File: src/rtl/game_pkg.sv
// Shared constants, state encoding and digit helpers for the memorization game.
// Pure declarations, no timing or flow control.
package game_pkg;

  localparam int DIGIT_W        = 4;
  localparam int NUM_DIGITS_DEF = 4;
  localparam int DIGIT_MAX_DEF  = 9;

  typedef enum logic [2:0] {
    ST_IDLE   = 3'd0,
    ST_ENTRY  = 3'd1,
    ST_CHECK  = 3'd2,
    ST_WON    = 3'd3,
    ST_LOCKED = 3'd4
  } state_t;

  function automatic logic digit_ok(input logic [DIGIT_W-1:0] d, input int dmax);
    return int'(d) <= dmax;
  endfunction

endpackage

File: src/rtl/guess_entry_if.sv
// Keypad-side and result-side signals of guess_entry.
// master drives the key/round pulses; slave (guess_entry) returns guess state and verdict.
interface guess_entry_if
  import game_pkg::*;
#(
  parameter int NUM_DIGITS = NUM_DIGITS_DEF
);
  localparam int W  = DIGIT_W * NUM_DIGITS;
  localparam int CW = $clog2(NUM_DIGITS + 1);

  logic               round_start;
  logic [W-1:0]       target_in;
  logic               digit_valid;
  logic [DIGIT_W-1:0] digit_in;
  logic               clear;
  logic [W-1:0]       user_int;
  logic [CW-1:0]      digit_count;
  logic               result_valid;
  logic               correct;
  logic               digit_err;
  logic [3:0]         attempts;
  logic               won;
  logic               locked;

  modport master (
    output round_start, target_in, digit_valid, digit_in, clear,
    input  user_int, digit_count, result_valid, correct, digit_err, attempts, won, locked
  );

  modport slave (
    input  round_start, target_in, digit_valid, digit_in, clear,
    output user_int, digit_count, result_valid, correct, digit_err, attempts, won, locked
  );

endinterface

File: src/rtl/digit_shift_reg.sv
// BCD guess shift register with digit range check; accepted digits enter at the LSB.
// Updates on the key edge, accept/reject/full_next are combinational from the current inputs.
module digit_shift_reg
  import game_pkg::*;
#(
  parameter int NUM_DIGITS = NUM_DIGITS_DEF,
  parameter int DIGIT_MAX  = DIGIT_MAX_DEF,
  localparam int W  = DIGIT_W * NUM_DIGITS,
  localparam int CW = $clog2(NUM_DIGITS + 1)
) (
  input  logic               clk,
  input  logic               rst,
  input  logic               en,
  input  logic               key_vld,
  input  logic [DIGIT_W-1:0] key_dat,
  input  logic               clr,
  output logic [W-1:0]       value,
  output logic [CW-1:0]      count,
  output logic               accept,
  output logic               reject,
  output logic               full_next
);

  logic in_range;
  logic take;

  // A clear on the same cycle swallows the key press entirely, including its error.
  assign take      = en & key_vld & ~clr;
  assign in_range  = digit_ok(key_dat, DIGIT_MAX);
  assign accept    = take & in_range;
  assign reject    = take & ~in_range;
  assign full_next = accept & (count == CW'(NUM_DIGITS - 1));

  always_ff @(posedge clk or negedge rst) begin
    if (!rst) begin
      value <= '0;
      count <= '0;
    end else if (clr) begin
      value <= '0;
      count <= '0;
    end else if (accept) begin
      value <= (value << DIGIT_W) | W'(key_dat);
      count <= count + CW'(1);
    end
  end

endmodule

File: src/rtl/guess_entry.sv
// Collects BCD digit presses into a guess, judges it one cycle after the last digit,
// and tracks wrong attempts up to a lockout; only round_start leaves WON/LOCKED.
module guess_entry
  import game_pkg::*;
#(
  parameter int NUM_DIGITS   = NUM_DIGITS_DEF,
  parameter int MAX_ATTEMPTS = 3,
  parameter int DIGIT_MAX    = DIGIT_MAX_DEF
) (
  input  logic         clk,
  input  logic         rst,
  guess_entry_if.slave bus
);

  localparam int W  = DIGIT_W * NUM_DIGITS;
  localparam int CW = $clog2(NUM_DIGITS + 1);

  state_t        state, state_nxt;
  logic [W-1:0]  target;
  logic [W-1:0]  guess;
  logic [CW-1:0] count;
  logic [3:0]    attempts;
  logic          result_valid, correct, digit_err, won, locked;

  logic sr_en, sr_clr, sr_accept, sr_reject, sr_full_next;
  logic guess_eq, last_try, check_fail;

  assign guess_eq   = (guess == target);
  assign last_try   = (attempts + 4'd1) == 4'(MAX_ATTEMPTS);
  assign check_fail = (state == ST_CHECK) & ~guess_eq & ~last_try;
  assign sr_en      = (state == ST_ENTRY);
  // Retry wipes the guess on the same edge that reports the wrong verdict.
  assign sr_clr     = bus.round_start | (sr_en & bus.clear) | check_fail;

  digit_shift_reg #(
    .NUM_DIGITS (NUM_DIGITS),
    .DIGIT_MAX  (DIGIT_MAX)
  ) u_shift (
    .clk       (clk),
    .rst       (rst),
    .en        (sr_en),
    .key_vld   (bus.digit_valid),
    .key_dat   (bus.digit_in),
    .clr       (sr_clr),
    .value     (guess),
    .count     (count),
    .accept    (sr_accept),
    .reject    (sr_reject),
    .full_next (sr_full_next)
  );

  always_comb begin
    state_nxt = state;
    if (bus.round_start) begin
      state_nxt = ST_ENTRY;
    end else begin
      case (state)
        ST_ENTRY: if (sr_full_next) state_nxt = ST_CHECK;
        ST_CHECK: begin
          if (guess_eq)      state_nxt = ST_WON;
          else if (last_try) state_nxt = ST_LOCKED;
          else               state_nxt = ST_ENTRY;
        end
        default: state_nxt = state;
      endcase
    end
  end

  always_ff @(posedge clk or negedge rst) begin
    if (!rst) begin
      state        <= ST_IDLE;
      target       <= '0;
      attempts     <= '0;
      result_valid <= 1'b0;
      correct      <= 1'b0;
      digit_err    <= 1'b0;
      won          <= 1'b0;
      locked       <= 1'b0;
    end else begin
      state        <= state_nxt;
      digit_err    <= sr_reject;
      result_valid <= 1'b0;
      if (bus.round_start) begin
        target   <= bus.target_in;
        attempts <= '0;
        correct  <= 1'b0;
        won      <= 1'b0;
        locked   <= 1'b0;
      end else if (state == ST_CHECK) begin
        result_valid <= 1'b1;
        correct      <= guess_eq;
        if (guess_eq) begin
          won <= 1'b1;
        end else begin
          attempts <= attempts + 4'd1;
          if (last_try) locked <= 1'b1;
        end
      end
    end
  end

  assign bus.user_int     = guess;
  assign bus.digit_count  = count;
  assign bus.result_valid = result_valid;
  assign bus.correct      = correct;
  assign bus.digit_err    = digit_err;
  assign bus.attempts     = attempts;
  assign bus.won          = won;
  assign bus.locked       = locked;

endmodule

File: src/flat_wrapper.sv
// flat-port wrapper written by rule: the top's interface ports become plain ports
module guess_entry_flat import game_pkg::*;
#(
  parameter int NUM_DIGITS   = NUM_DIGITS_DEF,
  parameter int MAX_ATTEMPTS = 3,
  parameter int DIGIT_MAX    = DIGIT_MAX_DEF
)
  (clk, rst, bus_round_start, bus_target_in, bus_digit_valid, bus_digit_in, bus_clear, bus_user_int, bus_digit_count, bus_result_valid, bus_correct, bus_digit_err, bus_attempts, bus_won, bus_locked);
  guess_entry_if #(.NUM_DIGITS(NUM_DIGITS)) bus_i ();
  input  logic clk;
  input  logic rst;
  input wire logic [$bits(bus_i.round_start)-1:0] bus_round_start;
  input wire logic [$bits(bus_i.target_in)-1:0] bus_target_in;
  input wire logic [$bits(bus_i.digit_valid)-1:0] bus_digit_valid;
  input wire logic [$bits(bus_i.digit_in)-1:0] bus_digit_in;
  input wire logic [$bits(bus_i.clear)-1:0] bus_clear;
  output wire logic [$bits(bus_i.user_int)-1:0] bus_user_int;
  output wire logic [$bits(bus_i.digit_count)-1:0] bus_digit_count;
  output wire logic [$bits(bus_i.result_valid)-1:0] bus_result_valid;
  output wire logic [$bits(bus_i.correct)-1:0] bus_correct;
  output wire logic [$bits(bus_i.digit_err)-1:0] bus_digit_err;
  output wire logic [$bits(bus_i.attempts)-1:0] bus_attempts;
  output wire logic [$bits(bus_i.won)-1:0] bus_won;
  output wire logic [$bits(bus_i.locked)-1:0] bus_locked;
  assign bus_i.round_start = bus_round_start;
  assign bus_i.target_in = bus_target_in;
  assign bus_i.digit_valid = bus_digit_valid;
  assign bus_i.digit_in = bus_digit_in;
  assign bus_i.clear = bus_clear;
  assign bus_user_int = bus_i.user_int;
  assign bus_digit_count = bus_i.digit_count;
  assign bus_result_valid = bus_i.result_valid;
  assign bus_correct = bus_i.correct;
  assign bus_digit_err = bus_i.digit_err;
  assign bus_attempts = bus_i.attempts;
  assign bus_won = bus_i.won;
  assign bus_locked = bus_i.locked;
  guess_entry #(.NUM_DIGITS(NUM_DIGITS), .MAX_ATTEMPTS(MAX_ATTEMPTS), .DIGIT_MAX(DIGIT_MAX)) u_core (.clk(clk), .rst(rst), .bus(bus_i));
endmodule
File: config.mk
export PLATFORM = sky130hd
export DESIGN_NAME = guess_entry_flat
export DESIGN_NICKNAME = d
export VERILOG_FILES = /design/src/rtl/game_pkg.sv /design/src/rtl/guess_entry_if.sv /design/src/rtl/digit_shift_reg.sv /design/src/rtl/guess_entry.sv /design/src/flat_wrapper.sv
export SDC_FILE = /design/constraint.sdc
export NUM_CORES = 1
export LEC_CHECK = 0
export ABC_AREA = 1
export CAP_MARGIN = 10
export CORE_ASPECT_RATIO = 1.4
export CORE_MARGIN = 4
export CORE_UTILIZATION = 50
export DETAILED_ROUTE_END_ITERATION = 16
export MAX_ROUTING_LAYER = met4
export PLACE_DENSITY = 0.82
export REMOVE_ABC_BUFFERS = 1
export SLEW_MARGIN = 20
export SYNTH_ARGS = -nofsm -noshare
export SYNTH_HDL_FRONTEND = slang
export SYNTH_SLANG_ARGS = --single-unit
File: constraint.sdc
create_clock -name clk -period 3.5 [get_ports clk]
set_clock_uncertainty 0.2 [all_clocks]
set_input_delay 0.35 -clock clk [delete_from_list [all_inputs] [get_ports clk]]
set_output_delay 0.35 -clock clk [all_outputs]
set_load 0.02 [all_outputs]
==> reports/qor.yml <==
status: "complete, no violations"
regToRegSetupSlack_ns: 1.10
grt_usage: 0.2091
cts_tree: "built"
clockRootBuffer: "clkbuf_8"
crit_end: "u_core.u_shift.value[2]"
drc: 0
drv_cap: 0
fin_crit_sh: 0.6869
die_y_um: 88.81
ctsResizeCount: 0
yosysUniqueCellTypes: 25
period_minus_slack_ns: 2.404
hold_buffers: 0
synth-edff-count: 0
required_ns: 3.47
synth.top_cell.area_share: 0.5043
syn_area_per_cell_sq_um: 8.574
cts_buffers: 5
dieArea_sq_mm: 0.005837
antennaDiodeCount: 0
crit_path_cell_trace: "ha_1 > xnor2_1 > nand2_1 > nor2_2 > nor2_4 > nand2_4 > nand4_4 > nand2_4 > o21ai_0"
drt_iter0_markers: 58
routed_wl_mm: 5.210
timing.fmax_mhz: 415.9
ys_warn_count: 0
wire_per_inst_um: 13.36
ys.flop_type: "dfrtp_1"
grt_overflow: 0
synthXorXnorAreaFrac: 0.007511
routed_via_density: 4.903
cp_slowest_stage_delay_ns: 0.44
crit_top_cell: "nand2_4"
regArea_sq_mm: 0.001176
synth.area.top_cells: "dfrtp_1 (50%), nand2_1 (15%), o21ai_0 (5.6%)"
synth_top_family_by_area: "simple AND/OR/NAND/NOR gates"
vias: 1912
clock_latency_ns: 0.30
drv_slew: 0
start_kind: "register"
drive_above_1_share: 0.1250
synth_compound_area_frac: 0.1363
crit_start: "u_core.bus.attempts[1]"
ios: 53
synthToLayoutAreaGrowth_pct: 29.99
worst_setup_path_end_kind: "register"
grt_pass1_vias: 2050
grt_max_degree: 48
rsz0062_at_grt: "no"
firstDrtPassIters: 4
initial_utilization: 0.5142
nets: 356
cts_sinks: 47
multiInputGateArea_sq_um: 937.1
setup_viol: 0
grt_pass1_wl_mm: 9.211
rows: 29
postCtsSetupBuffers: 0
htreeDepth: 2
arrival_ns: 2.38
r2r_end: "u_core.u_shift.value[2]"
cp_slowest_cell: "dfrtp_1"
worstHoldPathType: "reg -> reg"
synth_most_common_cell: "nand2_1"
leakage_nw: 1.413
async_reset_ff_frac: 1.000
setup_tns_ns: 0
fillers: 387
yosysSeqAreaShare: 0.5043
syn_inst: 272
ff2ff_path_depth: 9
path_clk_slew_ns: 0.09
worstMarginPinSlew_ns: 0.6041
peakVddDrop_mv: 0.2847
synthMuxAreaShare: 0
cts_buffer_depth: 2
utilization: 0.6684
gp_congestion: 0.8076
core-area_sq_mm: 0.004536
synth-seq-cells: 47
hpwl_mm: 3.767
drtAntennaViolNets: 0
syn_area_sq_mm: 0.002332
reg2reg_from: "u_core.bus.attempts[1]"
synth_largest_area_cell: "dfrtp_1"
crit_fanout: 19
port_buffers: 52
antenna_found_initial: 0
yosys.area_share.simple: 0.2366
critPathKind: "reg -> reg"
netlist_top_cells_count: "nand2_1 (92), dfrtp_1 (47), inv_1 (34)"
synth-adder-area-share: 0.02146
powerDensity_mw_per_mm2: 406.7
die_x_um: 65.72
max_slew_margin: 0.5973
hold_viol_final: 0
-- cell usage in the layout, fill, tap and decap left out --
master           instances
clkbuf_1                 1
ha_1                     4
o22ai_1                  3
nor2_2                   1
o21ai_0                 26
nor2_1                  13
nand2_4                  3
dfrtp_1                 47
nor2_4                   3
xor2_1                   1
xnor2_1                  1
inv_1                   34
nand3_1                  8
dlygate4sd3_1            1
clkbuf_8                 5
a21boi_4                 1
bufinv_16                2
buf_4                    2
nand4_4                  1
a21oi_1                  2
o21a_1                   1
clkdlybuf4s50_1         51
o21bai_1                 1
nand2_1                 92
nor3_4                   1
nand4_1                  1
inv_2                   12
o22ai_2                 10
-- through the flow --
stage               cells  instance area (sq um)  worst slack [ns]  hold WS, ns  total power [mW]
detailed placement    381                   2887             1.017       0.2741            0.7722
finish                390                   3032             1.096       0.2997             1.233
global placement      381                   2887             1.097       0.2806            0.7669
global route          390                   3032            0.8661       0.3403             1.291
CTS                   389                   3019             1.095      0.07308             1.239
floorplan             266                   2286             1.319      -0.1456            0.6927
-- routing by layer --
metal  track usage  share of wire  wire length, um
met1        0.2577           0.44             2294
met2        0.3513           0.51             2636
met3       0.03050          0.032              168
met4       0.06981          0.021              110
met5             -              0                0
-- worst min-delay path by stage --
stage | slack [ns] | start | endpoint | cells after the start
after floorplan | -0.15 | rst | u_core.bus.attempts[0] | 0
after global placement | 0.28 | u_core.bus.locked | u_core.bus.locked | 2
after detailed placement | 0.27 | u_core.bus.locked | u_core.bus.locked | 2
after CTS | 0.07 | rst | u_core.target[6] | 1
after global routing | 0.34 | u_core.bus.correct | u_core.bus.correct | 1
final | 0.30 | u_core.bus.locked | u_core.bus.locked | 2
-- layout make-up --
| class | count | area share |
|---|---|---|
| flip-flops and latches | 47 | 0.3879 |
| repair buffers | 54 | 0.1766 |
| well taps | 62 | 0.02559 |
| inverters | 46 | 0.05695 |
| clock buffers | 6 | 0.02394 |
| multi-input cells | 173 | 0.3091 |
| clock inverters | 2 | 0.01981 |
-- worst max-delay path, delay by kind of cell, from the launching register on --
kind                     cells  cell delay [ns]
flip-flops                   1             0.44
AND/OR/NAND/NOR              6             1.10
XOR/XNOR                     1             0.21
AO/OA/AOI/OAI                1             0.14
adder cells (fa/ha/maj)      1             0.21
-- power breakdown --
group / internal (mW) / switching, mW
Clock: 0.286 / 0.185
Combinational: 0.0734 / 0.104
Sequential: 0.568 / 0.0169
-- state kept, by name, indices dropped and copies added (netlist names) --
register / cells
u_core.state: 3
u_core.bus.result_valid: 1
u_core.target: 16
u_core.bus.digit_err: 1
u_core.u_shift.value: 16
u_core.bus.locked: 1
u_core.bus.correct: 1
u_core.u_shift.count: 3
u_core.bus.won: 1
u_core.bus.attempts: 4
-- logic make-up after synthesis --
group,count (synthesis)
AOI/OAI and AO/OA,44
xor gates and xnor gates,2
adders and majority gates,4
buffers and inverters,52
DFF,47
and+or+nand+nor,123
Power figures use the tool's default switching activity.
